### src/rtl/dmem_access_ctrl_if.sv
// ---------------------------------------------------------------------------
// dmem_access_ctrl_if
// Word-addressed req/ack data bus between the MEM-stage access sequencer
// (master) and the data memory (slave).
//   bus_req   : master -> slave, transaction request
//   bus_we    : master -> slave, write strobe
//   bus_addr  : master -> slave, word-aligned byte address (bits[1:0] = 00)
//   bus_be    : master -> slave, byte enables
//   bus_wdata : master -> slave, byte-lane-aligned write data
//   bus_rdata : slave -> master, read data, valid with bus_ack
//   bus_ack   : slave -> master, transaction accepted/completed
// ---------------------------------------------------------------------------
interface dmem_access_ctrl_if;
  logic        bus_req;
  logic        bus_we;
  logic [31:0] bus_addr;
  logic [3:0]  bus_be;
  logic [31:0] bus_wdata;
  logic [31:0] bus_rdata;
  logic        bus_ack;

  modport master (
    output bus_req, bus_we, bus_addr, bus_be, bus_wdata,
    input  bus_rdata, bus_ack
  );

  modport slave (
    input  bus_req, bus_we, bus_addr, bus_be, bus_wdata,
    output bus_rdata, bus_ack
  );
endinterface

### src/rtl/dmem_access_ctrl.sv
// ---------------------------------------------------------------------------
// dmem_access_ctrl
// MEM-stage data-memory access sequencer for the RV32I pipeline. Turns the
// decoded load/store controls into one or two word-bus transactions, merges
// and extends load data, and stalls the pipeline until the access completes.
// Ports:
//   clk, reset      : core clock, synchronous active-high reset
//   req_*           : MEM-stage request, held stable while stall = 1
//   stall           : hold IF..MEM (combinational on req_valid)
//   done / err      : one-cycle completion pulse / timeout flag (with done)
//   rdata           : extended load result, valid with done
//   bus             : master side of the word-addressed req/ack data bus
// ---------------------------------------------------------------------------
module dmem_access_ctrl #(
  parameter int unsigned TIMEOUT = 16  // max wait cycles per transaction, 2..255
) (
  input  logic        clk,
  input  logic        reset,
  input  logic        req_valid,
  input  logic        req_write,
  input  logic [1:0]  req_lwhb,
  input  logic [1:0]  req_swhb,
  input  logic        req_lunsigned,
  input  logic [31:0] req_addr,
  input  logic [31:0] req_wdata,
  output logic        stall,
  output logic        done,
  output logic        err,
  output logic [31:0] rdata,
  dmem_access_ctrl_if.master bus
);

  localparam logic [2:0] S_IDLE = 3'd0;
  localparam logic [2:0] S_ACC1 = 3'd1;
  localparam logic [2:0] S_ACC2 = 3'd2;
  localparam logic [2:0] S_DONE = 3'd3;
  localparam logic [2:0] S_ERR  = 3'd4;

  localparam logic [1:0] SZ_BYTE = 2'b01;
  localparam logic [1:0] SZ_HALF = 2'b10;
  localparam logic [1:0] SZ_WORD = 2'b11;

  // The timer counts completed wait cycles; the cycle in which it would
  // reach TIMEOUT is the last one the bus gets.
  localparam logic [7:0] TIMER_LAST = 8'(TIMEOUT - 1);

  logic [2:0]  state, state_nxt;
  logic [7:0]  timer;
  logic [31:0] merge_buf, merge_nxt;

  // Request fields captured on leaving IDLE.
  logic        lat_write, lat_uns;
  logic [1:0]  lat_size;
  logic [31:0] lat_addr, lat_wdata;

  // Effective request: live inputs while IDLE, latched copy afterwards.
  logic        f_write, f_uns;
  logic [1:0]  f_size;
  logic [31:0] f_addr, f_wdata;

  logic [1:0]  k;
  logic [5:0]  sh;          // 8*k, byte-lane shift in bits
  logic        split, ack, in_acc, go_acc;
  logic [31:0] word_addr, hi_mask, load_ext, wdata_first, wdata_second;
  logic [3:0]  be_first, be_second;

  always_comb begin
    // NOTE: every signal written in a combinational block gets a default
    // first, so no path through the block can leave a latch behind.
    f_write = lat_write;
    f_size  = lat_size;
    f_uns   = lat_uns;
    f_addr  = lat_addr;
    f_wdata = lat_wdata;
    if (state == S_IDLE) begin
      f_write = req_write;
      f_size  = req_write ? req_swhb : req_lwhb;
      f_uns   = req_lunsigned;
      f_addr  = req_addr;
      f_wdata = req_wdata;
    end
  end

  assign k         = f_addr[1:0];
  assign sh        = {1'b0, k, 3'b000};
  assign word_addr = {f_addr[31:2], 2'b00};
  assign split     = (f_size == SZ_HALF && k == 2'd3) || (f_size == SZ_WORD && k != 2'd0);
  assign in_acc    = (state == S_ACC1) || (state == S_ACC2);
  assign ack       = bus.bus_req && bus.bus_ack;
  assign stall     = req_valid && !((state == S_DONE) || (state == S_ERR));

  always_comb begin
    state_nxt = state;
    case (state)
      S_IDLE: if (req_valid) state_nxt = (f_size == 2'b00) ? S_DONE : S_ACC1;
      S_ACC1: begin
        if (ack)                       state_nxt = split ? S_ACC2 : S_DONE;
        else if (timer == TIMER_LAST)  state_nxt = S_ERR;
      end
      S_ACC2: begin
        if (ack)                       state_nxt = S_DONE;
        else if (timer == TIMER_LAST)  state_nxt = S_ERR;
      end
      S_DONE, S_ERR: state_nxt = S_IDLE;
      default: state_nxt = S_IDLE;
    endcase
  end

  assign go_acc = (state_nxt == S_ACC1) || (state_nxt == S_ACC2);

  // Lane steering: the first transaction shifts data up into lane k, the
  // second carries the bytes that spilled past lane 3 into the next word.
  always_comb begin
    be_first  = 4'b0000;
    be_second = 4'b0000;
    case (f_size)
      SZ_BYTE: be_first = 4'b0001 << k;
      SZ_HALF: begin
        be_first  = 4'b0011 << k;
        be_second = 4'b0001;
      end
      SZ_WORD: begin
        be_first  = 4'b1111 << k;
        be_second = 4'b1111 >> (3'd4 - {1'b0, k});
      end
      default: ;
    endcase
  end

  assign wdata_first  = f_wdata << sh;
  assign wdata_second = f_wdata >> (6'd32 - sh);

  // Load merge: first beat lands shifted down to bit 0, second beat fills the
  // top 8*k bits from its low lanes.
  always_comb begin
    hi_mask   = ~(32'hFFFF_FFFF >> sh);
    merge_nxt = merge_buf;
    if (ack && state == S_ACC1)
      merge_nxt = bus.bus_rdata >> sh;
    else if (ack && state == S_ACC2)
      merge_nxt = (merge_buf & ~hi_mask) | ((bus.bus_rdata << (6'd32 - sh)) & hi_mask);
  end

  always_comb begin
    load_ext = 32'd0;
    case (f_size)
      SZ_BYTE: load_ext = {{24{~f_uns & merge_nxt[7]}},  merge_nxt[7:0]};
      SZ_HALF: load_ext = {{16{~f_uns & merge_nxt[15]}}, merge_nxt[15:0]};
      SZ_WORD: load_ext = merge_nxt;
      default: load_ext = 32'd0;
    endcase
  end

  always_ff @(posedge clk) begin
    if (reset) begin
      state         <= S_IDLE;
      timer         <= 8'd0;
      merge_buf     <= 32'd0;
      lat_write     <= 1'b0;
      lat_uns       <= 1'b0;
      lat_size      <= 2'b00;
      lat_addr      <= 32'd0;
      lat_wdata     <= 32'd0;
      bus.bus_req   <= 1'b0;
      bus.bus_we    <= 1'b0;
      bus.bus_addr  <= 32'd0;
      bus.bus_be    <= 4'b0000;
      bus.bus_wdata <= 32'd0;
      done          <= 1'b0;
      err           <= 1'b0;
      rdata         <= 32'd0;
    end else begin
      // NOTE: non-blocking assignments throughout: every register here sees
      // the pre-edge values of the others, which is what the FSM relies on.
      state     <= state_nxt;
      timer     <= (in_acc && !ack) ? timer + 8'd1 : 8'd0;
      merge_buf <= merge_nxt;
      if (state == S_IDLE) begin
        lat_write <= f_write;
        lat_uns   <= f_uns;
        lat_size  <= f_size;
        lat_addr  <= f_addr;
        lat_wdata <= f_wdata;
      end
      bus.bus_req   <= go_acc;
      bus.bus_we    <= go_acc && f_write;
      bus.bus_addr  <= !go_acc ? 32'd0 :
                       (state_nxt == S_ACC2) ? word_addr + 32'd4 : word_addr;
      bus.bus_be    <= (state_nxt == S_ACC1) ? be_first :
                       (state_nxt == S_ACC2) ? be_second : 4'b0000;
      bus.bus_wdata <= (state_nxt == S_ACC1) ? wdata_first :
                       (state_nxt == S_ACC2) ? wdata_second : 32'd0;
      done  <= (state_nxt == S_DONE) || (state_nxt == S_ERR);
      err   <= (state_nxt == S_ERR);
      rdata <= (state_nxt == S_DONE && !f_write) ? load_ext : 32'd0;
    end
  end

endmodule
### src/flat_wrapper.sv
// flat-port wrapper written by rule: the top's interface ports become plain ports
module dmem_access_ctrl_flat 
#(
  parameter int unsigned TIMEOUT = 16                                            
)
  (clk, reset, req_valid, req_write, req_lwhb, req_swhb, req_lunsigned, req_addr, req_wdata, stall, done, err, rdata, bus_bus_req, bus_bus_we, bus_bus_addr, bus_bus_be, bus_bus_wdata, bus_bus_rdata, bus_bus_ack);
  dmem_access_ctrl_if bus_i ();
  input  logic clk;
  input  logic reset;
  input  logic req_valid;
  input  logic req_write;
  input  logic [1:0] req_lwhb;
  input  logic [1:0] req_swhb;
  input  logic req_lunsigned;
  input  logic [31:0] req_addr;
  input  logic [31:0] req_wdata;
  output logic stall;
  output logic done;
  output logic err;
  output logic [31:0] rdata;
  output wire logic [$bits(bus_i.bus_req)-1:0] bus_bus_req;
  output wire logic [$bits(bus_i.bus_we)-1:0] bus_bus_we;
  output wire logic [$bits(bus_i.bus_addr)-1:0] bus_bus_addr;
  output wire logic [$bits(bus_i.bus_be)-1:0] bus_bus_be;
  output wire logic [$bits(bus_i.bus_wdata)-1:0] bus_bus_wdata;
  input wire logic [$bits(bus_i.bus_rdata)-1:0] bus_bus_rdata;
  input wire logic [$bits(bus_i.bus_ack)-1:0] bus_bus_ack;
  assign bus_bus_req = bus_i.bus_req;
  assign bus_bus_we = bus_i.bus_we;
  assign bus_bus_addr = bus_i.bus_addr;
  assign bus_bus_be = bus_i.bus_be;
  assign bus_bus_wdata = bus_i.bus_wdata;
  assign bus_i.bus_rdata = bus_bus_rdata;
  assign bus_i.bus_ack = bus_bus_ack;
  dmem_access_ctrl #(.TIMEOUT(TIMEOUT)) u_core (.clk(clk), .reset(reset), .req_valid(req_valid), .req_write(req_write), .req_lwhb(req_lwhb), .req_swhb(req_swhb), .req_lunsigned(req_lunsigned), .req_addr(req_addr), .req_wdata(req_wdata), .stall(stall), .done(done), .err(err), .rdata(rdata), .bus(bus_i));
endmodule
### config.mk
export PLATFORM = sky130hd
export DESIGN_NAME = dmem_access_ctrl_flat
export DESIGN_NICKNAME = d
export VERILOG_FILES = /design/src/rtl/dmem_access_ctrl_if.sv /design/src/rtl/dmem_access_ctrl.sv /design/src/flat_wrapper.sv
export SDC_FILE = /design/constraint.sdc
export NUM_CORES = 1
export LEC_CHECK = 0
export ABC_CLOCK_PERIOD_IN_PS = 3700
export BUFFER_PORTS_ARGS = -buffer_cell sky130_fd_sc_hd__clkbuf_2
export CAP_MARGIN = 40
export CORE_MARGIN = 3
export CORE_UTILIZATION = 45
export CTS_BUF_LIST = sky130_fd_sc_hd__clkbuf_2 sky130_fd_sc_hd__clkbuf_4 sky130_fd_sc_hd__clkbuf_8
export CTS_CLUSTER_DIAMETER = 150
export DETAILED_ROUTE_END_ITERATION = 6
export MAX_ROUTING_LAYER = met4
export PLACE_DENSITY_LB_ADDON = 0.12
export SLEW_MARGIN = 5
export SYNTH_ARGS = -nofsm -noshare
export SYNTH_HDL_FRONTEND = slang
export SYNTH_SLANG_ARGS = --single-unit
### constraint.sdc
create_clock -name clk -period 3.7 [get_ports clk]
set_clock_uncertainty 0.15 [all_clocks]
set_input_delay 0.185 -clock clk [delete_from_list [all_inputs] [get_ports clk]]
set_output_delay 0.185 -clock clk [all_outputs]
set_load 0.05 [all_outputs]
Yosys cells after proc, flatten, opt, wreduce, memory -nomap -nowiden:

Index checks and enable logic that the tools add are counted.

* $add $sub $neg: 4
* eq/ne operators: 13
* shifts and indexed selects: 9
* multiplexer cells: 23
* bitwise gates (word level): 12
* reductions and logical operators: 24

Operators with widths (count)
* 32-bit two-way mux: 7
* 32-bit case mux with 3 select lines: 1
* 32-bit bitwise AND: 2
* 32-bit inverter: 2
* 32-bit by 3-bit adder with 32-bit output, second input constant: 1
* 32-bit bitwise OR: 1
* 32-bit by 5-bit left shift with 32-bit output: 1
* 32-bit by 6-bit left shift with 32-bit output: 1
* 32-bit by 5-bit right shift with 32-bit output: 1
* 32-bit by 5-bit right shift with 32-bit output, first input constant: 1
* 32-bit by 6-bit right shift with 32-bit output: 1
* 3-bit by 2-bit == test with 1-bit output, second input constant: 4
* 3-bit two-way mux: 4
* 4-bit case mux with 3 select lines: 1
* 1-bit logical AND: 9
* 3-bit case mux with 3 select lines: 1
* 8-bit by 1-bit adder with 8-bit output, second input constant: 1
* 8-bit by 4-bit == test with 1-bit output, second input constant: 1
* 4-bit two-way mux: 2
* 4-bit case mux with 2 select lines: 1
* 2-bit == test, second input constant: 3
* 3-bit by 1-bit == test with 1-bit output, second input constant: 2
* 3-bit == test, second input constant: 2
* 2-bit two-way mux: 3
* 17 further kinds: 32

* register bits: 215
* output and inout port bits: 105

Logic depth before layout (Yosys ltp):

Gate-level depths: netlist of the first run.

* word-level depth: 12
* depth in mapped cells: 17
* depth with buffers taken out: 10

Worst setup path after synthesis of the first run:

Ideal clock, no wire load.

* kind: register to register
* from: reg u_core.state[1]
* to: reg u_core.rdata[19]
* setup time: 0.070 ns
* arrival time: 3.848 ns
* slack: -0.369 ns
* cell stages (with the launch flop): 18
* buffers on the path: 7
* period minus slack after synthesis: 4.069 ns
* path through: dfxtp_1 > buf_2 > nor3_1 > buf_4 > mux2i_1 > inv_1 > buf_2 > clkbuf_1 > clkbuf_1 > ha_1 > nand3_1 > or3b_2 > clkbuf_1 > o21a_1 > nor2_1 > a21boi_2 > buf_4 > a21oi_1

* cells in the longest elaborated chain, start to end: 12

RTL lines
* from (decl): RTL line dmem_access_ctrl.sv:47 `logic [2:0] state, state_nxt;`
* from (signal assigned): RTL line dmem_access_ctrl.sv:175 `state <= state_nxt;`
* parallel branches: the longest is 12 deep, another holds 6-bit by 5-bit subtractor with 6-bit output
* to (signal assigned): RTL line dmem_access_ctrl.sv:195 `rdata <= (state_nxt == S_DONE && !f_write) ? load_ext : 32'd0;`
* to (decl): RTL line dmem_access_ctrl.sv:29 `output logic [31:0] rdata,`

Several ways; the timed one is not identified.
A chain may end at the register's enable or synchronous reset.

Worst setup path in the final report of the first run:

* from: reg u_core.state[1]
* to: reg u_core.merge_buf[29]

* cells in the longest elaborated chain, start to end: 9

RTL lines
* parallel branches: the longest is 8 deep, another holds 6-bit by 5-bit subtractor with 6-bit output
* 32-bit two-way mux (*): RTL line dmem_access_ctrl.sv:138 `if (ack && state == S_ACC1)`
* to (signal assigned): RTL line dmem_access_ctrl.sv:177 `merge_buf <= merge_nxt;`
* to (decl): RTL line dmem_access_ctrl.sv:49 `logic [31:0] merge_buf, merge_nxt;`

Every way passes the cells marked *.

==> results of run 1 <==
[worst max-delay path by stage]
stage	endpoint	slack (ns)	from
global placement	u_core.bus.bus_addr[20]$_SDFF_PP0_	0.37	u_core.state[0]$_SDFF_PP0_
finish	u_core.merge_buf[29]$_SDFF_PP0_	0.14	u_core.state[1]$_SDFF_PP0_
global route	u_core.merge_buf[29]$_SDFF_PP0_	0.02	u_core.state[1]$_SDFF_PP0_
detailed placement	u_core.bus.bus_addr[20]$_SDFF_PP0_	0.31	u_core.state[0]$_SDFF_PP0_
floorplan	u_core.bus.bus_addr[3]$_SDFF_PP0_	0.01	u_core.state[1]$_SDFF_PP0_
CTS	u_core.rdata[6]$_SDFF_PP0_	0.06	u_core.state[0]$_SDFF_PP0_
[registers in the layout (all words and copies together) (netlist names), 4 cells and up]
signal                cells
u_core.lat_addr          32
u_core.lat_wdata         32
u_core.merge_buf         32
u_core.bus.bus_wdata     32
u_core.rdata             32
u_core.timer              8
u_core.bus.bus_be         4
u_core.bus.bus_addr      30
[stage by stage]
stage / setup slack, ns / utilization (%) / area [um^2]
3_5_place_dp: 0.3094 / 53.31 / 11350
6_report: 0.1385 / 60.94 / 12970
4_1_cts: 0.06336 / 60.83 / 12950
5_1_grt: 0.01522 / 60.94 / 12970
2_1_floorplan: 0.01064 / - / 9932
3_3_place_gp: 0.3710 / 53.12 / 11310
[cell usage after synthesis (all sizes together), types with 12 or more instances]
master  count
buf        28
nor3       22
nor2      213
and2       14
a22oi      13
dfxtp     213
xor2       14
a21oi      61
o21ai      64
nand3      56
nand2     119
mux2i      91
a211oi     15
and3       12
xnor2      15
o22ai      12
clkbuf     55
a31oi      14
[area by class of cell]
class	count	area, um^2
Clock buffer	59	749.5
Clock inverter	7	40.04
Fill cell	1899	8315
Inverter	11	41.29
Multi-Input combinational cell	887	5285
Sequential cell	213	4264
Tap cell	275	344.1
Timing Repair Buffer	338	2247
[timing repair]
action	4_1_cts	5_1_grt
hold endpoints to repair	121	0
setup endpoints to repair	0	7
resized for setup	0	2
buffers inserted	0	2
hold buffers	81	0
[report_power, final]
group | switching (mW) | internal (mW) | total, mW | leakage, nW
Clock | 0.966 | 1.29 | 2.25 | 0.418
Sequential | 0.0766 | 2.46 | 2.54 | 1.74
Combinational | 1.23 | 0.624 | 1.86 | 3.58
Total | 2.27 | 4.37 | 6.65 | 5.74
[layer usage]
| metal | share of wire, % | global-route usage [%] | vias up |
|---|---|---|---|
| met5 | 0 | - | - |
| met2 | 43 | 38.79 | 454 |
| met4 | 2.4 | 7.696 | 0 |
| met1 | 46 | 36.22 | 4536 |
| li1 | - | - | 4793 |
| met3 | 8.1 | 4.841 | 64 |
[worst register-to-register path: cells and delay by family (launching register included)]
family	cells	cell delay [ns]
AO/OA/AOI/OAI	1	0.08
flip-flops	1	0.44
buffers and inverters	3	0.92
AND/OR/NAND/NOR	4	1.21
adder cells (fa/ha/maj)	1	0.32
multiplexers	1	0.31
[kinds of logic (layout without fill, tap and decap cells)]
| logic type | Yosys count | in the layout | share of synthesized area (%) |
|---|---|---|---|
| adders and majority gates | 3 | 3 | 0.3792 |
| AOI/OAI and AO/OA | 258 | 258 | 17.28 |
| DFF | 213 | 213 | 43.07 |
| other | 1 | 2 | 0.03788 |
| muxes | 95 | 95 | 9.655 |
| buffers and inverters | 94 | 415 | 4.069 |
| xor gates and xnor gates | 29 | 29 | 2.565 |
| and+or+nand+nor | 500 | 500 | 22.95 |
==> flow_summary.yaml, run 1 <==
outcome:
  status: "completed"
logic_synthesis:
  synth_top_area_share_pct: 43.07
  yosysSeqAreaShare_pct: 43.07
  postSynthCellCount: 1193
  synth_edf_count: 0
  ys_types: 76
  synth_top_area_cell: "dfxtp_1"
  ys.flop_type: "dfxtp_1"
  synth_area_um2: 9901
  avgSynthCellArea_um2: 8.299
  yosys_warnings: 0
  ys_ff_latch: 213
  synthTopCellsByArea: "dfxtp_1 (43%), mux2i_1 (9.2%), nor2_1 (8.1%), nand2_1 (4.5%), o21ai_0 (3.1%)"
  async_flop_share_pct: 0
sta:
  whs_ns: 0.02873
  finalSetupTns_ns: 0
  slew_viol_final: 0
  rsz0062_at_grt: "false"
  setup_viol: 0
  fin_crit_sh_pct: 96.26
  relSlewSlack_pct: 53.04
  period_minus_slack_ns: 3.562
  hold_violations: 0
  max_clock_freq_mhz: 280.8
  worstMarginPinSlew_ns: 0.7018
critical_path:
  crit_path_end_kind: "register"
  critPathBufInv: 3
  start_kind: "register"
  critPathTopFamily: "simple AND/OR/NAND/NOR gates"
  r2r-end: "u_core.merge_buf[29]$_SDFF_PP0_"
  r2r_slack_ns: 0.14
  crit_path_max_incr_delay_ns: 0.63
  slowest_stage: "dlygate4sd3_1"
  cp_max_fo: 18
  r2r_start: "u_core.state[1]$_SDFF_PP0_"
  worstPathArrival_ns: 3.81
  r2r_cells: 10
  worstSetupPathDepth: 10
  critPathKind: "reg -> reg"
  crit_chain: "nor3_4, mux2i_4, inv_2, ha_1, buf_4, nand3b_1, a21oi_1, nor3_1, dlygate4sd3_1, nor2_1"
  required_ns: 3.95
placement:
  port-buffer-count: 208
  gp_congestion: 0.8967
  placed_cells: 1641
  hpwl_um: 21550
cts:
  clock-sinks: 213
  cts_buffer_depth: 3
  cts_made_buffers: 37
  cts-htree-levels: 2
  cts_tree: "done"
  clkTransAtPathRegs_ns: 0.07
  clk_latency_ns: 0.54
  root_buffer: "clkbuf_8"
global_routing:
  grt_pass1_wl_um: 49650
  grt_usage_pct: 26.04
  overflow: 0
  antenna_found_initial: 0
  grt_max_degree: 86
  grt_pass1_vias: 9404
floorplan:
  start_util_pct: 46.51
  num_rows: 53
  die-area_um2: 23820
  die_height_um: 154.3
  num_io_pins: 211
  chipWidth_um: 154.3
  core_area_um2: 21290
power_and_ir_drop:
  p_leak_nw: 5.737
  powerDensity_nw_per_um2: 512.6
  p_total_mw: 6.649
  vdd_drop_max_mv: 0.3047
drt:
  dr.pass1.iters: 6
  totalWireLength_um: 31210
  wl_per_cell_um: 17.44
  vias_per_cell: 5.501
  drt_iter0_markers: 814
  drc_errors: 0
  postRouteAntennaNets: 0
  vias: 9847
final_layout:
  layout_common_cells: "dfxtp_1 (213), nor2_1 (212), clkbuf_2 (207)"
  fin_nets: 1597
  layout-drive-gt1-share_pct: 23.50
  final_common_cell: "dfxtp_1"
  antenna-diode-count: 0
  fin_cells: 1790
  area.growth.synth_to_final_pct: 31.01
worst_hold_path:
  hold_class: "in -> reg"
  holdCritStartpoint: "bus_bus_rdata[30]"
  whs_endpoint: "u_core.merge_buf[30]$_SDFF_PP0_"
  min_path_cells: 4
job:
  maxCapViolations: 0
Note: power is estimated with default switching activity, not from simulation.
==> run 2: changes to the inputs <==
Settings changed: ABC_AREA set to 1.
==> flow_summary.yaml, run 2 <==
critical_path:
  worstPathArrival_ns: 3.69
  crit_chain: "nor2_4, nand2_4, nand2_1, nand2_2, nand2_2, nand2_1, inv_1, nand3_1, nand2_1, nand2_1, dlygate4sd3_1, nor2_1"
  start_kind: "register"
  r2r_slack_ns: 0.26
  required_ns: 3.95
  cpMostUsedCell: "nand2_1"
  cp_max_fo: 33
  r2r_cells: 12
  critPathKind: "reg -> reg"
  r2r_start: "u_core.state[1]$_SDFF_PP0_"
  crit_path_max_incr_delay_ns: 0.55
  crit_path_end_kind: "register"
  r2r-end: "u_core.merge_buf[26]$_SDFF_PP0_"
  slowest_stage: "dlygate4sd3_1"
floorplan:
  start_util_pct: 46.34
  num_io_pins: 211
  die_height_um: 165.4
  num_rows: 57
  core_area_um2: 24680
  die-area_um2: 27360
  chipWidth_um: 165.4
final_layout:
  final_area_um2: 14480
  fin_cells: 2454
  nFillCells: 2476
  fin_nets: 2213
  multi_input_area_um2: 6155
  layout_common_cells: "nand2_1 (596), nor2_1 (222), dfxtp_1 (213)"
  area.growth.synth_to_final_pct: 26.63
  final_common_cell: "nand2_1"
  register_area_um2: 4264
  layout-drive-gt1-share_pct: 16.16
  utilization_pct: 58.69
sta:
  fin_crit_sh_pct: 93.03
  worstMarginPinSlew_ns: 0.7644
  finalSetupTns_ns: 0
  period_minus_slack_ns: 3.442
  max_clock_freq_mhz: 290.5
  hold_violations: 0
  slew_viol_final: 0
  setup_ws_ns: 0.2579
  rsz0062_at_grt: "false"
  whs_ns: 0.02030
  setup_viol: 0
  relSlewSlack_pct: 49.04
global_routing:
  grt_pass1_wl_um: 61340
  top_usage_layer: "met2"
  antenna_found_initial: 1
  grt.met2_usage_pct: 44.91
  gr-usage-met3_pct: 4.216
  grt_pass1_vias: 11540
  grt_usage_pct: 29.18
  grt_max_degree: 65
  use_met1_pct: 38.51
  overflow: 0
drt:
  drc_errors: 0
  drt_iter0_markers: 954
  totalWireLength_um: 39340
  vias: 12720
  postRouteAntennaNets: 0
  wl_per_cell_um: 16.03
  dr.pass1.iters: 5
  vias_per_cell: 5.182
cts:
  root_buffer: "clkbuf_8"
  cts_tree: "done"
  cts_buffer_depth: 3
  postCtsSetupBuffers: 0
  cts_made_buffers: 39
  clkTransAtPathRegs_ns: 0.06
  cts-htree-levels: 2
  clock-sinks: 213
  clk_latency_ns: 0.55
logic_synthesis:
  synth_edf_count: 0
  synth_top_family_by_area: "simple AND/OR/NAND/NOR gates"
  synth-compound-area-share_pct: 11.61
  async_flop_share_pct: 0
  post-synth-top-count-cell: "nand2_1"
  synth_fa_ha_area_share_pct: 0.3282
  ys_types: 47
  synthMuxAreaShare_pct: 0.1751
  synth_area_um2: 11440
  yosysSeqAreaShare_pct: 37.29
  ys_ff_latch: 213
  avgSynthCellArea_um2: 6.259
  yosys.area_share.xor_xnor_pct: 0.6127
  synth_commonest_cells: "nand2_1 (596), nor2_1 (222), dfxtp_1 (213)"
  ys.flop_type: "dfxtp_1"
  synthSimpleGateAreaFrac_pct: 40.98
  postSynthCellCount: 1827
  synthTopCellsByArea: "dfxtp_1 (37%), nand2_1 (20%), nand3_1 (8.3%), nor2_1 (7.3%), a21oi_1 (4.9%)"
  yosys_warnings: 0
  synth_top_area_share_pct: 37.29
  synth_top_area_cell: "dfxtp_1"
power_and_ir_drop:
  vdd_drop_max_mv: 0.3631
  p_total_mw: 7.592
  p_leak_nw: 6.919
  powerDensity_nw_per_um2: 524.3
job:
  maxCapViolations: 0
placement:
  placed_area_um2: 12640
  placed_cells: 2284
  gp_congestion: 0.9365
  port-buffer-count: 208
  pre_cts_slack_ns: 0.5153
  hpwl_um: 26850
outcome:
  status: "completed"
worst_hold_path:
  hold_class: "in -> reg"
  min_path_cells: 5
  whs_endpoint: "u_core.merge_buf[0]$_SDFF_PP0_"
  holdCritStartpoint: "bus_bus_rdata[8]"
run 2: changes by cell type in the layout (fill, tap and decap cells not counted), moves of 11 or more:
cell,delta
nand2_1,+478
nand3_1,+134
inv_1,+126
mux2i_1,-88
a21oi_1,+53
o21ai_0,+34
dlygate4sd3_1,+22
buf_4,-19
nand3b_1,+16
xnor2_1,-15
a22oi_1,-13
nand2b_1,-11
o22ai_1,-11
run 2: layout make-up:
| cell class | count | area share [%] |
|---|---|---|
| Clock buffer | 53 | 4.519 |
| Clock inverter | 13 | 1.037 |
| Antenna cell | 1 | 0.01728 |
| Multi-Input combinational cell | 1367 | 42.50 |
| Inverter | 144 | 3.732 |
| Tap cell | 324 | 2.799 |
| Timing Repair Buffer | 339 | 15.95 |
| Sequential cell | 213 | 29.45 |
run 2: what timing repair did:
item                                   CTS  global route
gates resized for setup                  0             1
setup endpoints to repair                0             1
hold buffers                           103             0
endpoints found under the hold margin  116             0
run 2: metal layers:
| layer | vias to the layer above | wire length [um] | share of wire (%) |
|---|---|---|---|
| li1 | 6409 | - | - |
| met1 | 5687 | 17110 | 43 |
| met2 | 523 | 17620 | 45 |
| met3 | 97 | 2934 | 7.5 |
| met4 | 0 | 1681 | 4.3 |
| met5 | - | 0 | 0 |
run 2: worst max path at each step:
| stage | start | to |
|---|---|---|
| floorplan | u_core.state[1]$_SDFF_PP0_ | u_core.rdata[21]$_SDFF_PP0_ |
| global placement | u_core.state[1]$_SDFF_PP0_ | u_core.rdata[17]$_SDFF_PP0_ |
| detailed placement | u_core.state[1]$_SDFF_PP0_ | u_core.rdata[29]$_SDFF_PP0_ |
| CTS | u_core.state[2]$_SDFF_PP0_ | u_core.rdata[19]$_SDFF_PP0_ |
| global route | u_core.state[1]$_SDFF_PP0_ | u_core.merge_buf[26]$_SDFF_PP0_ |
| finish | u_core.state[1]$_SDFF_PP0_ | u_core.merge_buf[26]$_SDFF_PP0_ |
run 2: cells by family (layout without fill, tap and decap cells):
family,after synthesis,count (layout)
other,1,3
AO/OA/AOI/OAI,248,248
AND/OR/NAND/NOR,1104,1104
flip-flops,213,213
multiplexers,2,2
XOR/XNOR,8,8
adder cells (fa/ha/maj),3,3
buffers and inverters,248,549
run 2: where the power goes:
part	internal (mW)	switching (mW)	leakage [nW]	total (mW)
clock network	1.36	1.01	0.416	2.37
logic	0.758	1.90	4.76	2.66
registers	2.50	0.0675	1.74	2.57
total	4.61	2.98	6.92	7.59
run 2: worst max-delay path, delay by kind of cell, from the launching register on:
kind	cells	cell delay [ns]
and+or+nand+nor	10	1.80
buffers and inverters	2	0.85
DFF	1	0.47
